File: config.mk
export PLATFORM = sky130hd
export DESIGN_NAME = multicycle_alu
export DESIGN_NICKNAME = d
export VERILOG_FILES = /design/src/rtl/alu_pkg.sv /design/src/rtl/alu_core.sv /design/src/rtl/multicycle_alu.sv
export SDC_FILE = /design/constraint.sdc
export NUM_CORES = 1
export LEC_CHECK = 0
export ABC_CLOCK_PERIOD_IN_PS = 4190
export BUFFER_PORTS_ARGS = -buffer_cell sky130_fd_sc_hd__buf_4
export CAP_MARGIN = 20
export CORE_ASPECT_RATIO = 1.75
export CORE_UTILIZATION = 45
export DETAILED_ROUTE_END_ITERATION = 8
export GPL_TIMING_DRIVEN = 0
export PLACE_DENSITY_LB_ADDON = 0.12
export SLEW_MARGIN = 40
export SYNTH_ARGS = -nofsm -noshare
export SYNTH_HDL_FRONTEND = slang
export SYNTH_SLANG_ARGS = --single-unit
File: constraint.sdc
create_clock -name clk -period 4.19 [get_ports clk]
set_input_delay 0.838 -clock clk [delete_from_list [all_inputs] [get_ports clk]]
set_output_delay 0.838 -clock clk [all_outputs]
set_load 0.02 [all_outputs]
File: src/rtl/alu_pkg.sv
// Shared ALU definitions: ALUctrl encodings and execute-stage FSM states.
// Also used by the ALU control decoder.
package alu_pkg;

  typedef enum logic [3:0] {
    ALU_ADD  = 4'b0000,
    ALU_SUB  = 4'b0001,
    ALU_AND  = 4'b0010,
    ALU_OR   = 4'b0011,
    ALU_XOR  = 4'b0100,
    ALU_SLL  = 4'b0101,
    ALU_SRL  = 4'b0110,
    ALU_SRA  = 4'b0111,
    ALU_SLT  = 4'b1000,
    ALU_SLTU = 4'b1001
  } alu_op_t;

  typedef enum logic [1:0] {
    ST_IDLE  = 2'd0,
    ST_SHIFT = 2'd1,
    ST_DONE  = 2'd2
  } alu_state_t;

  function automatic logic is_shift_op(input logic [3:0] op);
    return (op == ALU_SLL) || (op == ALU_SRL) || (op == ALU_SRA);
  endfunction

endpackage

File: src/rtl/alu_core.sv
// Single-cycle combinational ALU for add/sub/logic/compare ops.
// Shift codes and undefined codes fall back to add; the wrapper handles shifts.
module alu_core
  import alu_pkg::*;
#(
  parameter int unsigned DATA_WIDTH = 32
) (
  input  logic [3:0]            i_op,
  input  logic [DATA_WIDTH-1:0] i_a,
  input  logic [DATA_WIDTH-1:0] i_b,
  output logic [DATA_WIDTH-1:0] o_result_c
);

  always_comb begin
    o_result_c = i_a + i_b;
    case (i_op)
      ALU_SUB:  o_result_c = i_a - i_b;
      ALU_AND:  o_result_c = i_a & i_b;
      ALU_OR:   o_result_c = i_a | i_b;
      ALU_XOR:  o_result_c = i_a ^ i_b;
      ALU_SLT:  o_result_c = DATA_WIDTH'($signed(i_a) < $signed(i_b));
      ALU_SLTU: o_result_c = DATA_WIDTH'(i_a < i_b);
      default:  o_result_c = i_a + i_b;
    endcase
  end

endmodule

File: src/rtl/multicycle_alu.sv
// Execute-stage ALU: one-cycle arithmetic/logic/compare, one-bit-per-cycle
// serial shifter, valid/ready on both sides, registered result and Zero flag.
module multicycle_alu
  import alu_pkg::*;
#(
  parameter int unsigned DATA_WIDTH  = 32,
  parameter int unsigned SHAMT_WIDTH = $clog2(DATA_WIDTH)
) (
  input  logic                  clk,
  input  logic                  rst,
  input  logic                  flush,
  input  logic                  in_valid,
  output logic                  in_ready,
  input  logic [3:0]            ALUctrl,
  input  logic [DATA_WIDTH-1:0] srcA,
  input  logic [DATA_WIDTH-1:0] srcB,
  output logic                  out_valid,
  input  logic                  out_ready,
  output logic [DATA_WIDTH-1:0] ALUout,
  output logic                  Zero,
  output logic                  busy
);

  alu_state_t              r_state;
  alu_state_t              w_next_state;
  alu_state_t              w_accept_state;
  alu_op_t                 r_op;
  logic [DATA_WIDTH-1:0]   r_acc;
  logic [SHAMT_WIDTH-1:0]  r_cnt;
  logic [DATA_WIDTH-1:0]   r_out;
  logic                    r_zero;
  logic                    w_in_ready;
  logic                    w_accept;
  logic                    w_is_shift;
  logic [SHAMT_WIDTH-1:0]  w_shamt;
  logic [DATA_WIDTH-1:0]   w_core_res;
  logic [DATA_WIDTH-1:0]   w_shifted;

  alu_core #(.DATA_WIDTH(DATA_WIDTH)) u_core (
    .i_op       (ALUctrl),
    .i_a        (srcA),
    .i_b        (srcB),
    .o_result_c (w_core_res)
  );

  assign w_is_shift = is_shift_op(ALUctrl);
  assign w_shamt    = srcB[SHAMT_WIDTH-1:0];
  assign w_accept   = in_valid && w_in_ready;

  always_ff @(posedge clk) begin
    if (rst) r_state <= ST_IDLE;
    else     r_state <= w_next_state;
  end

  // Next state and in_ready; a drain and a new acceptance may share an edge.
  always_comb begin
    w_next_state   = r_state;
    w_in_ready     = 1'b0;
    w_accept_state = (w_is_shift && (w_shamt != '0)) ? ST_SHIFT : ST_DONE;
    case (r_state)
      ST_IDLE: begin
        w_in_ready = !flush;
        if (in_valid && w_in_ready) w_next_state = w_accept_state;
      end
      ST_SHIFT: begin
        if (r_cnt == SHAMT_WIDTH'(1)) w_next_state = ST_DONE;
      end
      ST_DONE: begin
        w_in_ready = out_ready && !flush;
        if (out_ready) w_next_state = (in_valid && w_in_ready) ? w_accept_state : ST_IDLE;
      end
      default: w_next_state = ST_IDLE;
    endcase
    if (flush) w_next_state = ST_IDLE;
  end

  always_comb begin
    w_shifted = {r_acc[DATA_WIDTH-2:0], 1'b0};
    case (r_op)
      ALU_SRL: w_shifted = {1'b0, r_acc[DATA_WIDTH-1:1]};
      ALU_SRA: w_shifted = {r_acc[DATA_WIDTH-1], r_acc[DATA_WIDTH-1:1]};
      default: w_shifted = {r_acc[DATA_WIDTH-2:0], 1'b0};
    endcase
  end

  // Result register only updates on completion, so partial shifts never leak out.
  always_ff @(posedge clk) begin
    if (rst) begin
      r_op   <= ALU_ADD;
      r_acc  <= '0;
      r_cnt  <= '0;
      r_out  <= '0;
      r_zero <= 1'b0;
    end else if (w_accept) begin
      r_op <= alu_op_t'(ALUctrl);
      if (w_is_shift) begin
        r_acc <= srcA;
        r_cnt <= w_shamt;
        if (w_shamt == '0) begin
          r_out  <= srcA;
          r_zero <= (srcA == '0);
        end
      end else begin
        r_out  <= w_core_res;
        r_zero <= (w_core_res == '0);
      end
    end else if ((r_state == ST_SHIFT) && !flush) begin
      r_acc <= w_shifted;
      r_cnt <= r_cnt - SHAMT_WIDTH'(1);
      if (r_cnt == SHAMT_WIDTH'(1)) begin
        r_out  <= w_shifted;
        r_zero <= (w_shifted == '0);
      end
    end
  end

  assign in_ready  = w_in_ready;
  assign out_valid = (r_state == ST_DONE);
  assign busy      = (r_state != ST_IDLE);
  assign ALUout    = r_out;
  assign Zero      = r_zero;

endmodule

[Yosys cells after proc, flatten, opt, wreduce, memory -nomap -nowiden]
Index checks and enable logic that the tools add are counted.
Storage, ports and cells
  RAM bits: 0
  register bits after elaboration: 76
  logic and storage cells: 80
  memories kept: 0
  output and inout bits: 36
  ROM bits: 0
  latch bits: 0
  bits of input ports: 73
Operators by class
  bitwise logic cells: 3
  reduce and logical (&&, ||, !) cells: 22
  add/sub/neg operators: 3
  shift-type cells: 0
  multiply operators: 0
  eq/ne operators: 19
  divide/modulo/power cells: 0
  $lt $le $gt $ge: 2
  multiplexer cells: 25
Operators by type and width (number)
  $mux W32: 8
  $pmux W32 S6: 1
  $logic_not A32 Y1: 3
  $lt A32 B32 Y1: 2
  $pmux W32 S2: 1
  $add A32 B32 Y32: 1
  $and A32 B32 Y32: 1
  $or A32 B32 Y32: 1
  $sub A32 B32 Y32: 1
  $xor A32 B32 Y32: 1
  $eq A4 B3 Y1 const B: 6
  $mux W5: 3
  $mux W2: 5
  $eq A4 B2 Y1 const B: 2
  $eq A4 B4 Y1 const B: 2
  $logic_and A1 B1 Y1: 6
  $pmux W2 S3: 1
  $reduce_and A3 Y1: 2
  $reduce_bool A2 Y1: 3
  $eq A5 B1 Y1 const B: 1
  $logic_not A5 Y1: 1
  $mux W1: 5
  $reduce_bool A5 Y1: 1
  $sub A5 B1 Y5 const B: 1
  other kinds (12): 15

[Depth between registers and ports, before layout]
Gate-level depths: netlist of the first run.
  word-level depth: 8
  gate-level depth with buffers: 15
  depth with buffers taken out: 15

[By module]
A second synthesis of the first run with hierarchy kept.
Unflattened totals
  cells, all modules: 1391
  area, all modules: 9576.7 µm²
By module, submodules not included
  alu_core: seq. area each 0.0 µm², area an instance 5277.6 µm², cells an instance 827, times used 1
  multicycle_alu: seq. area each 1521.5 µm², area an instance 4299.1 µm², cells an instance 564, times used 1

[Worst setup path after synthesis of the first run]
No wires, ideal clock.
  path kind: input-to-reg
  start: input srcA[0]
  end: register r_out[24], in the netlist ALUout[24]
  path buffers: 0
  stages on the path: 13
  setup time: 0.132 ns
  path slack: 0.395 ns
  arrival time: 3.663 ns
  data required time: 4.058 ns
  path through: ha_1 > fa_1 > a21o_1 > a221o_1 > a311oi_1 > o21ai_1 > a311oi_1 > o21ai_0 > a21o_1 > a221oi_1 > a211oi_1 > nor3_1 > nor3_1
Between the ends
  longest elaborated chain between the ends: 4
  elaborated cells between the ends (all ways): 5
  those cells by class: 2 x add/sub; 3 x mux
RTL lines
  from (decl): line multicycle_alu.sv:15  | input logic [DATA_WIDTH-1:0] srcA,
  $add A32 B32 Y32 or $sub A32 B32 Y32 (tied branches): line alu_core.sv:23, alu_core.sv:17
  $pmux W32 S6 *: line alu_core.sv:16  | case (i_op)
  $mux W32 *: line multicycle_alu.sv:96  | if (w_is_shift) begin
  $mux W32 *: line multicycle_alu.sv:94  | end else if (w_accept) begin
  to (signal assigned): line multicycle_alu.sv:100  | r_out <= srcA;
  to (signal assigned): line multicycle_alu.sv:104  | r_out <= w_core_res;
  to (signal assigned): line multicycle_alu.sv:111  | r_out <= w_shifted;
  to (decl): line multicycle_alu.sv:30  | logic [DATA_WIDTH-1:0] r_out;
Every way passes the cells marked *; elsewhere a longest branch is shown, timed or not.
A chain may end at the register's enable or synchronous reset.

[Final worst setup path of the first run]
  start: input srcA[0]
  end: register r_zero, in the netlist Zero
Between the ends
  longest elaborated chain between the ends: 5
  elaborated cells between the ends (all ways): 13
  those cells by class: 2 x add/sub; 2 x order compare; 4 x mux; 3 x bitwise; 2 x reduce/logical
RTL lines
  $add A32 B32 Y32, or another cell as far along: line alu_core.sv:23  | default: o_result_c = i_a + i_b;
  $pmux W32 S6: line alu_core.sv:16
  $logic_not A32 Y1: line multicycle_alu.sv:105  | r_zero <= (w_core_res == '0);
  $mux W1 *: line multicycle_alu.sv:96
  $mux W1 *: line multicycle_alu.sv:94
  to (signal assigned): line multicycle_alu.sv:101  | r_zero <= (srcA == '0);
  to (signal assigned): line multicycle_alu.sv:105
  to (signal assigned): line multicycle_alu.sv:112  | r_zero <= (w_shifted == '0);
  to (decl): line multicycle_alu.sv:31  | logic r_zero;
Every way passes the cells marked *; elsewhere a longest branch is shown, timed or not. The select of a mux whose other input is x is not followed.

==> results_dict.tcl, run 1 <==
set metrics [dict create \
    status "finished, violations left" \
    violations "setup timing" \
    final_common_cell "nand2_1" \
    rows 71 \
    yosys_most_used_dff "dfxtp_1" \
    die_w_um 114 \
    yosysTopAreaCell "dfxtp_1" \
    hold_viol 0 \
    synthCells 1485 \
    slowest_delay_ns 0.49 \
    regArea_um2 1520 \
    synth_warnings 0 \
    dr.pass1.iters 6 \
    cts_buffers 9 \
    crit_path_end_kind "register" \
    crit_type "in2reg" \
    yosysSeqAreaShare_pct 15.5 \
    cp_num_buf_inv 3 \
    ir_drop_v 0.000210 \
    p_leak_nw 4.84 \
    hpwl_mm 39.6 \
    layout_common_cells "179 x nand2_1, 166 x nor2_1, 161 x a21oi_1, 111 x buf_4, 97 x inv_1" \
    critPathTopFamily "compound AO/OA/AOI/OAI gates" \
    cts_root_buffer "clkbuf_16" \
    cp.required_ns 4.50 \
    multi_input_area_um2 7960 \
    power.density_nw_per_um2 259 \
    grt_max_degree 15 \
    wirelength_mm 50.1 \
    ios 109 \
    grt_pass1_wl_mm 74.4 \
    wire_per_inst_um 26.3 \
    skew_ns 0.00920 \
    synth.area.top_cells "dfxtp_1 15%, ha_1 12%, a21oi_1 8.6%" \
    relSlewSlack_pct 34.5 \
    layoutNonFillerInstCount 1903 \
    grt_pass1_vias 12500 \
    final_util_pct 55.2 \
    overflow 0 \
    antenna_found_initial 2 \
    crit_arrival_ns 4.51 \
    vias 12700 \
    drtIter0Drc 1251 \
    clock-sinks 76 \
    min_period_ns 4.20 \
    port_buffers 105 \
    maxCapViolCount 0 \
    setup_viol_count_final 1 \
    synth_top_area_share_pct 15.5 \
    clkLatencyLatePin_ns 0.36 \
    synth_area_um2 9830 \
    worst_slack_ns -0.0108 \
    drc_errors 0 \
    finalWeightedCongestion 1.06 \
    synth_edf_count 0 \
    die_h_um 198 \
    cts_tree "done" \
    synth_fp_nets 1658 \
    tightest_slew_ns 0.975 \
    reg2reg_slack_ns 0.86 \
    avgSynthCellArea_um2 6.62 \
    clkSlewWorstSetupHoldPaths_ns 0.06 \
    hp-class "reg2reg" \
    fin_crit_sh_pct 100 \
    syn_to_final_growth_pct 20.6 \
    yosysUniqueCellTypes 84 \
    fin_nets 1777 \
    postRouteAntennaNets 0 \
    placed_cells 1885 \
    fin_setup_tns_ns -0.0108 \
    rsz0062_at_grt "yes" \
    cts-htree-levels 3 \
    initial_core_util_pct 45.7 \
    finalMaxSlewViolations 0 \
    cts_buffer_depth 2 \
    clock.fmax_ghz 0.238 \
    hold_buffers 0 \
    ys_ff_latch 76 \
    viasPerCell 6.68 \
    cp_cell_sequence "buf_4 > inv_1 > ha_1 > inv_1 > fa_1 > nor2b_4 > o221ai_2 > a2111oi_4 > o21ai_2 > nand2_2 > a31oi_1 > nand2b_2 > a2111oi_4 > nand4b_1 > nor4_4 > a21o_1" \
    core-area_um2 21500 \
    async_flop_share_pct 0 \
    slowest_stage "a2111oi_4" \
    crit_path_max_fanout 5 \
    critical_path.startpoint_type "input pin" \
    dieArea_um2 22500 \
    grt.total_usage_pct 45.0 \
    pre_cts_ws_ns -1.20 \
    fillers 2205 \
    layout-drive-gt1-share_pct 15.0 \
]
layer usage:
layer / vias to the layer above / wire length, um / global-route usage [%]
met4: 0 / 5090 / 40.8
met2: 830 / 23800 / 75.5
met3: 330 / 3970 / 10.6
met1: 5910 / 17200 / 46.0
li1: 5642 / - / -
met5: - / 0 / 0
worst min-delay path: stages, from the launching register on:
cell     delay [ns]
dfxtp_1        0.31
nand2_1        0.05
a21oi_1        0.05
sequential cells by signal, indices dropped and copies added, names as in the netlist:
register  flops
Zero          1
r_acc        32
r_op          4
r_cnt         5
r_state       2
ALUout       32
synth_stat cells, types with 6 or more instances:
| cell type | instances |
|---|---|
| inv_1 | 98 |
| ha_1 | 98 |
| a31oi_1 | 16 |
| o31ai_1 | 15 |
| nor2_1 | 167 |
| a211oi_1 | 25 |
| a311oi_1 | 7 |
| nand2b_1 | 13 |
| nor3_1 | 53 |
| o21a_1 | 10 |
| a2111oi_0 | 7 |
| and2_1 | 6 |
| a211o_1 | 6 |
| nand2_1 | 180 |
| o32ai_1 | 6 |
| and3_1 | 7 |
| or3_1 | 6 |
| a21o_1 | 18 |
| nor2b_1 | 12 |
| nor4_1 | 31 |
| nand3_1 | 45 |
| o21ai_0 | 74 |
| nand4_1 | 14 |
| o21bai_1 | 11 |
| clkbuf_1 | 92 |
| a21oi_1 | 169 |
| a22oi_1 | 6 |
| o221ai_1 | 7 |
| buf_1 | 11 |
| dfxtp_1 | 76 |
| o211ai_1 | 49 |
| mux2i_1 | 14 |
| nand3b_1 | 7 |
| a221oi_1 | 13 |
worst paths after layout:
path	startpoint	to	depth (start not counted)
worst max-delay path	srcA[0]	Zero	16
worst min register to register	ALUout[13]	ALUout[13]	2
worst max register to register	r_cnt[0]	Zero	10
worst min-delay path	ALUout[13]	ALUout[13]	2
through the flow:
stage	hold WS, ns	power, mW	cell area, um2
6_report	0.453	3.07	11900
4_1_cts	0.454	2.96	11600
3_3_place_gp	0.439	2.05	11000
5_1_grt	0.470	3.18	11900
3_5_place_dp	0.447	2.06	11000
2_1_floorplan	0.437	1.58	9830
repair_timing:
action / 4_1_cts / 5_1_grt
pin swaps: 3 / 15
resized for setup: 40 / 81
setup buffers: 2 / 3
setup endpoints to repair: 15 / 14
cell families (layout without fill, tap and decap cells):
family	count (synthesis)	count (layout)	synth area share [%]
simple gates	572	572	27.2
fa+ha+maj	100	100	12.9
mux	19	19	2.00
compound gates	504	504	33.7
other cells	0	2	0
xor+xnor	8	8	0.713
flops	76	76	15.5
buf+inv	206	330	7.98
power breakdown:
group / leakage (nW) / internal (mW) / switching (mW) / total (mW)
Combinational: 4.07 / 0.491 / 0.942 / 1.43
Clock: 0.152 / 0.524 / 0.345 / 0.870
Sequential: 0.618 / 0.749 / 0.0201 / 0.769
final cells by class:
class | instances | share of cell area (%)
multi-input combinational | 1203 | 67.1
sequential | 76 | 12.8
timing repair buffer | 115 | 7.38
buffer | 100 | 3.64
inverter | 99 | 3.17
tap | 292 | 3.08
clock buffer | 9 | 1.90
clock inverter | 7 | 0.823
antenna | 2 | 0.0422
(Power assumes the default switching activity.)
==> inputs of run 2 (changes only) <==
- CORE_ASPECT_RATIO: 1.75 -> 0.5
- SKIP_LAST_GASP: not set -> 1
==> results_dict.tcl, run 2 (synthesis gave the netlist of run 1 again) <==
set metrics [dict create \
    viasPerCell 6.71 \
    ir_drop_v 0.000158 \
    grt_max_degree 13 \
    syn_to_final_growth_pct 19.5 \
    maxCapViolCount 0 \
    hpwl_mm 38.6 \
    r2r-start "r_cnt[0]" \
    die_h_um 107 \
    grt.total_usage_pct 42.6 \
    layout_common_cells "179 x nand2_1, 167 x nor2_1, 161 x a21oi_1, 112 x buf_4, 98 x inv_1" \
    fin_setup_tns_ns -0.0113 \
    crit_top_cell "buf_2" \
    hp-start "ALUout[14]" \
    drtIter0Drc 1955 \
    dieArea_um2 22500 \
    critical_path.startpoint_type "input pin" \
    power_frac_seq_pct 25.1 \
    clkLatencyLatePin_ns 0.35 \
    hold_viol 0 \
    wl_met3_mm 7.64 \
    p_leak_nw 4.80 \
    cts_buffers 9 \
    internal_power_mw 1.75 \
    antenna_found_initial 0 \
    cts_buffer_depth 2 \
    fin_nets 1779 \
    tightest_slew_ns 0.969 \
    crit_arrival_ns 4.47 \
    wl_met1_mm 20.9 \
    min_period_ns 4.20 \
    p_sw_share_pct 42.7 \
    cts-htree-levels 3 \
    p_sw_mw 1.31 \
    drc_errors 0 \
    wirelength_mm 48.7 \
    final_common_cell "nand2_1" \
    antenna_cells 0 \
    route.met2.wl_mm 19.0 \
    dr.pass1.iters 6 \
    hp-class "reg2reg" \
    whs_endpoint "ALUout[14]" \
    die_w_um 211 \
    rows 37 \
    cts_root_buffer "clkbuf_16" \
    reg2reg_slack_ns 0.99 \
    cts_tree "done" \
    crit_type "in2reg" \
    layout-drive-gt1-share_pct 14.1 \
    overflow 0 \
    ios 109 \
    violations "setup timing" \
    crit_path_max_fanout 10 \
    layoutNonFillerInstCount 1902 \
    grt_pass1_vias 11500 \
    critPathTopFamily "buffers and inverters" \
    cp_num_buf_inv 4 \
    grt_pass1_wl_mm 71.8 \
    clock.fmax_ghz 0.238 \
    power_mw 3.06 \
    reg2reg_depth 7 \
    crit_path_end_kind "register" \
    comb_power_share_pct 47.8 \
    cp_cell_sequence "buf_2 > or4bb_1 > clkbuf_2 > clkdlybuf4s15_2 > buf_2 > o2111ai_1 > mux2i_1 > o221ai_2 > nor2_1 > o21ai_0 > a21oi_1 > nor3_1" \
    finalMaxSlewViolations 0 \
    cp.required_ns 4.46 \
    worst_slack_ns -0.0113 \
    r2r-end "ALUout[26]" \
    vias 12800 \
    skew_ns 0.00639 \
    power.density_nw_per_um2 261 \
    clkPwrFrac_pct 27.1 \
    port_buffers 105 \
    slowest_stage "or4bb_1" \
    postRouteAntennaNets 0 \
    setup_viol_count_final 1 \
    status "finished, violations left" \
    wire_per_inst_um 25.6 \
    finalWeightedCongestion 1.08 \
    rsz0062_at_grt "yes" \
    placed_cells 1885 \
    fin_crit_sh_pct 100 \
    holdPathStages 2 \
    relSlewSlack_pct 35.2 \
    slowest_delay_ns 0.64 \
    core-area_um2 21000 \
    routed.top_layer "met4" \
    clkSlewWorstSetupHoldPaths_ns 0.06 \
    initial_core_util_pct 46.9 \
    clock-sinks 76 \
]
## run 2: worst max-delay path by stage
stage | slack, ns | startpoint | cells past startpoint | end
4_1_cts | -0.04 | srcA[0] | 16 | Zero
3_5_place_dp | -1.0 | ALUctrl[3] | 14 | ALUout[16]
2_1_floorplan | 0.40 | srcA[0] | 13 | ALUout[24]
6_report | -0.01 | ALUctrl[3] | 12 | ALUout[22]
3_3_place_gp | -1.44 | ALUctrl[0] | 13 | ALUout[22]
5_1_grt | -0.08 | srcA[19] | 15 | Zero
## run 2: what timing repair did
action,4_1_cts,5_1_grt
pin swaps,4,7
hold buffers,0,0
buffers inserted,4,3
resized for setup,33,68
endpoints found under the setup margin,14,18
## run 2: layout make-up
class	instances	area (um2)
flip-flops and latches	76	1520
repair buffers	115	856
clock inverters	4	73.8
inverters	99	372
plain buffers	102	434
multi-input cells	1203	7890
well taps	292	365
clock buffers	11	233
fillers	2098	9230
## run 2: tightest hold or removal path, stage by stage (launching register included)
cell     delay, ns
dfxtp_1       0.31
nand2_1       0.05
a21oi_1       0.05
## run 2: per-stage QoR
stage / util, % / hold WS, ns / setup WS, ns / instance area [um2]
after global routing: 56.0 / 0.486 / -0.0763 / 11700
after floorplan: - / 0.437 / 0.395 / 9830
after CTS: 54.9 / 0.460 / -0.0434 / 11500
after detailed placement: 52.6 / 0.452 / -0.998 / 11000
after global placement: 52.4 / 0.440 / -1.44 / 11000
final: 56.0 / 0.456 / -0.0113 / 11700
## run 2: routing by layer
layer  track usage, %  vias up
li1                 -     5661
met2             59.9     1010
met1             62.3     5971
met4             11.3        0
met3             11.9      112
met5                0        -
## run 2: power groups by stage
stage          clock network (mW)  registers, mW  logic [mW]
2_1_floorplan                   0          0.801       0.777
3_3_place_gp                    0          0.781        1.28
3_5_place_dp                    0          0.783        1.29
4_1_cts                     0.821          0.767        1.33
5_1_grt                     0.857          0.770        1.54
6_report                    0.829          0.768        1.46
==> inputs of run 3 (changes only) <==
- ABC_CLOCK_PERIOD_IN_PS: 4190 -> 4710
- CAP_MARGIN: 20 -> not set
- CELL_PAD_IN_SITES_DETAIL_PLACEMENT: not set -> 1
- CELL_PAD_IN_SITES_GLOBAL_PLACEMENT: not set -> 1
- CORE_UTILIZATION: 45 -> 43
- clock period: 4.19 -> 4.71 ns (I/O delays scaled with it)
==> results_dict.tcl, run 3 (synthesis gave the netlist of run 1 again) <==
set metrics [dict create \
    status "finished, violations left" \
    violations "setup timing" \
    die_h_um 109 \
    initial_core_util_pct 44.6 \
    grt.total_usage_pct 45.9 \
    cp_cell_sequence "buf_2 > or4bb_1 > clkbuf_1 > clkdlybuf4s15_2 > nor2_1 > a21oi_1 > o2111ai_1 > o2bb2ai_2 > o311ai_0 > nor4b_1 > nand4b_1 > nor4_1 > a21o_1" \
    hp-class "reg2reg" \
    cp.required_ns 5.00 \
    antenna_found_initial 1 \
    dr.pass1.iters 6 \
    grt_max_degree 13 \
    postRouteAntennaNets 0 \
    worst_slack_ns -0.106 \
    ir_drop_v 0.000234 \
    crit_arrival_ns 5.11 \
    crit_type "in2reg" \
    critPathTopFamily "buffers and inverters" \
    clock-sinks 76 \
    wire_per_inst_um 28.7 \
    critical_path.startpoint_type "input pin" \
    core-area_um2 22100 \
    die_w_um 216 \
    relSlewSlack_pct 36.9 \
    drtIter0Drc 1874 \
    rows 38 \
    rsz0062_at_grt "yes" \
    whs_ns 0.459 \
    layoutNonFillerInstCount 1910 \
    cts_tree "done" \
    ios 109 \
    syn_to_final_growth_pct 16.4 \
    clock.fmax_ghz 0.208 \
    cts_setup_buffers 0 \
    power_mw 2.65 \
    cts_root_buffer "clkbuf_16" \
    clkSlewWorstSetupHoldPaths_ns 0.06 \
    fin_nets 1779 \
    fin_setup_tns_ns -0.106 \
    overflow 0 \
    drc_errors 0 \
    antenna_cells 0 \
    fin_crit_sh_pct 102 \
    layout-drive-gt1-share_pct 10.8 \
    slowest_delay_ns 0.74 \
    viasPerCell 6.95 \
    final_common_cell "nand2_1" \
    finalMaxSlewViolations 0 \
    skew_ns 0.0156 \
    grt_pass1_wl_mm 81.0 \
    fillers 2999 \
    tightest_slew_ns 0.946 \
    grt_pass1_vias 13000 \
    final_util_pct 51.9 \
    cp_num_buf_inv 3 \
    setup_viol_count_final 1 \
    layout_common_cells "180 x nand2_1, 167 x nor2_1, 167 x a21oi_1, 106 x buf_4" \
    cts_buffers 9 \
    maxCapViolCount 0 \
    p_leak_nw 4.69 \
    placed_cells 1894 \
    ctsResizeCount 8 \
    cts_buffer_depth 2 \
    min_period_ns 4.82 \
    clkLatencyLatePin_ns 0.35 \
    port_buffers 105 \
    hpwl_mm 43.0 \
    hold_viol 0 \
    vias 13300 \
    cts-htree-levels 3 \
    finalWeightedCongestion 1.04 \
    power.density_nw_per_um2 231 \
    crit_path_max_fanout 10 \
    slowest_stage "clkbuf_1" \
    crit_path_end_kind "register" \
    wirelength_mm 54.9 \
    dieArea_um2 23500 \
    hold_buffers 0 \
]
## run 3: changes by cell type in the layout (fill, tap and decap cells not counted), sizes merged
cell / change
clkinvlp: +2
clkinv: +1
bufinv: -2
clkdlybuf4s15: -1
clkbuf: +8
inv: -1
buf: -7
## run 3: power breakdown
group | switching [mW] | internal [mW] | leakage, nW | total [mW]
Sequential | 0.0190 | 0.666 | 0.618 | 0.685
Clock | 0.289 | 0.381 | 0.133 | 0.670
Combinational | 0.888 | 0.402 | 3.94 | 1.29
## run 3: layout make-up
type | instances | area [um2] | share of cell area [%]
multi-input cells | 1203 | 7650 | 66.8
flip-flops and latches | 76 | 1520 | 13.3
repair buffers | 110 | 822 | 7.18
plain buffers | 107 | 427 | 3.73
well taps | 300 | 375 | 3.28
inverters | 99 | 372 | 3.25
clock buffers | 11 | 253 | 2.21
clock inverters | 4 | 25.0 | 0.219
## run 3: worst reg2reg max path, stage by stage (launching register included)
cell,delay [ns]
dfxtp_1,0.32
clkbuf_1,0.33
a21o_1,0.21
or2_2,0.13
clkbuf_1,0.44
clkbuf_1,0.52
clkbuf_1,0.60
o211ai_1,0.37
a21oi_1,0.29
## run 3: final timing paths
check | slack (ns) | to | cells after the start | from
hold / removal | 0.46 | ALUout[30] | 2 | ALUout[30]
setup / recovery | -0.11 | Zero | 13 | ALUctrl[3]
setup reg to reg | 1.41 | ALUout[13] | 8 | r_state[1]
hold reg to reg | 0.46 | ALUout[30] | 2 | ALUout[30]
## run 3: metal layers
| metal | share of wire [%] | track usage (%) |
|---|---|---|
| met4 | 3.8 | 17.2 |
| met2 | 40 | 68.5 |
| met5 | 0.033 | 0 |
| met1 | 42 | 61.1 |
| met3 | 14 | 15.2 |
## run 3: stage by stage
step	cell area (um2)	worst slack (ns)
2_1_floorplan	9830	0.811
3_3_place_gp	11000	-0.818
3_5_place_dp	11000	-0.581
4_1_cts	11400	0.00150
5_1_grt	11400	-0.122
6_report	11400	-0.106
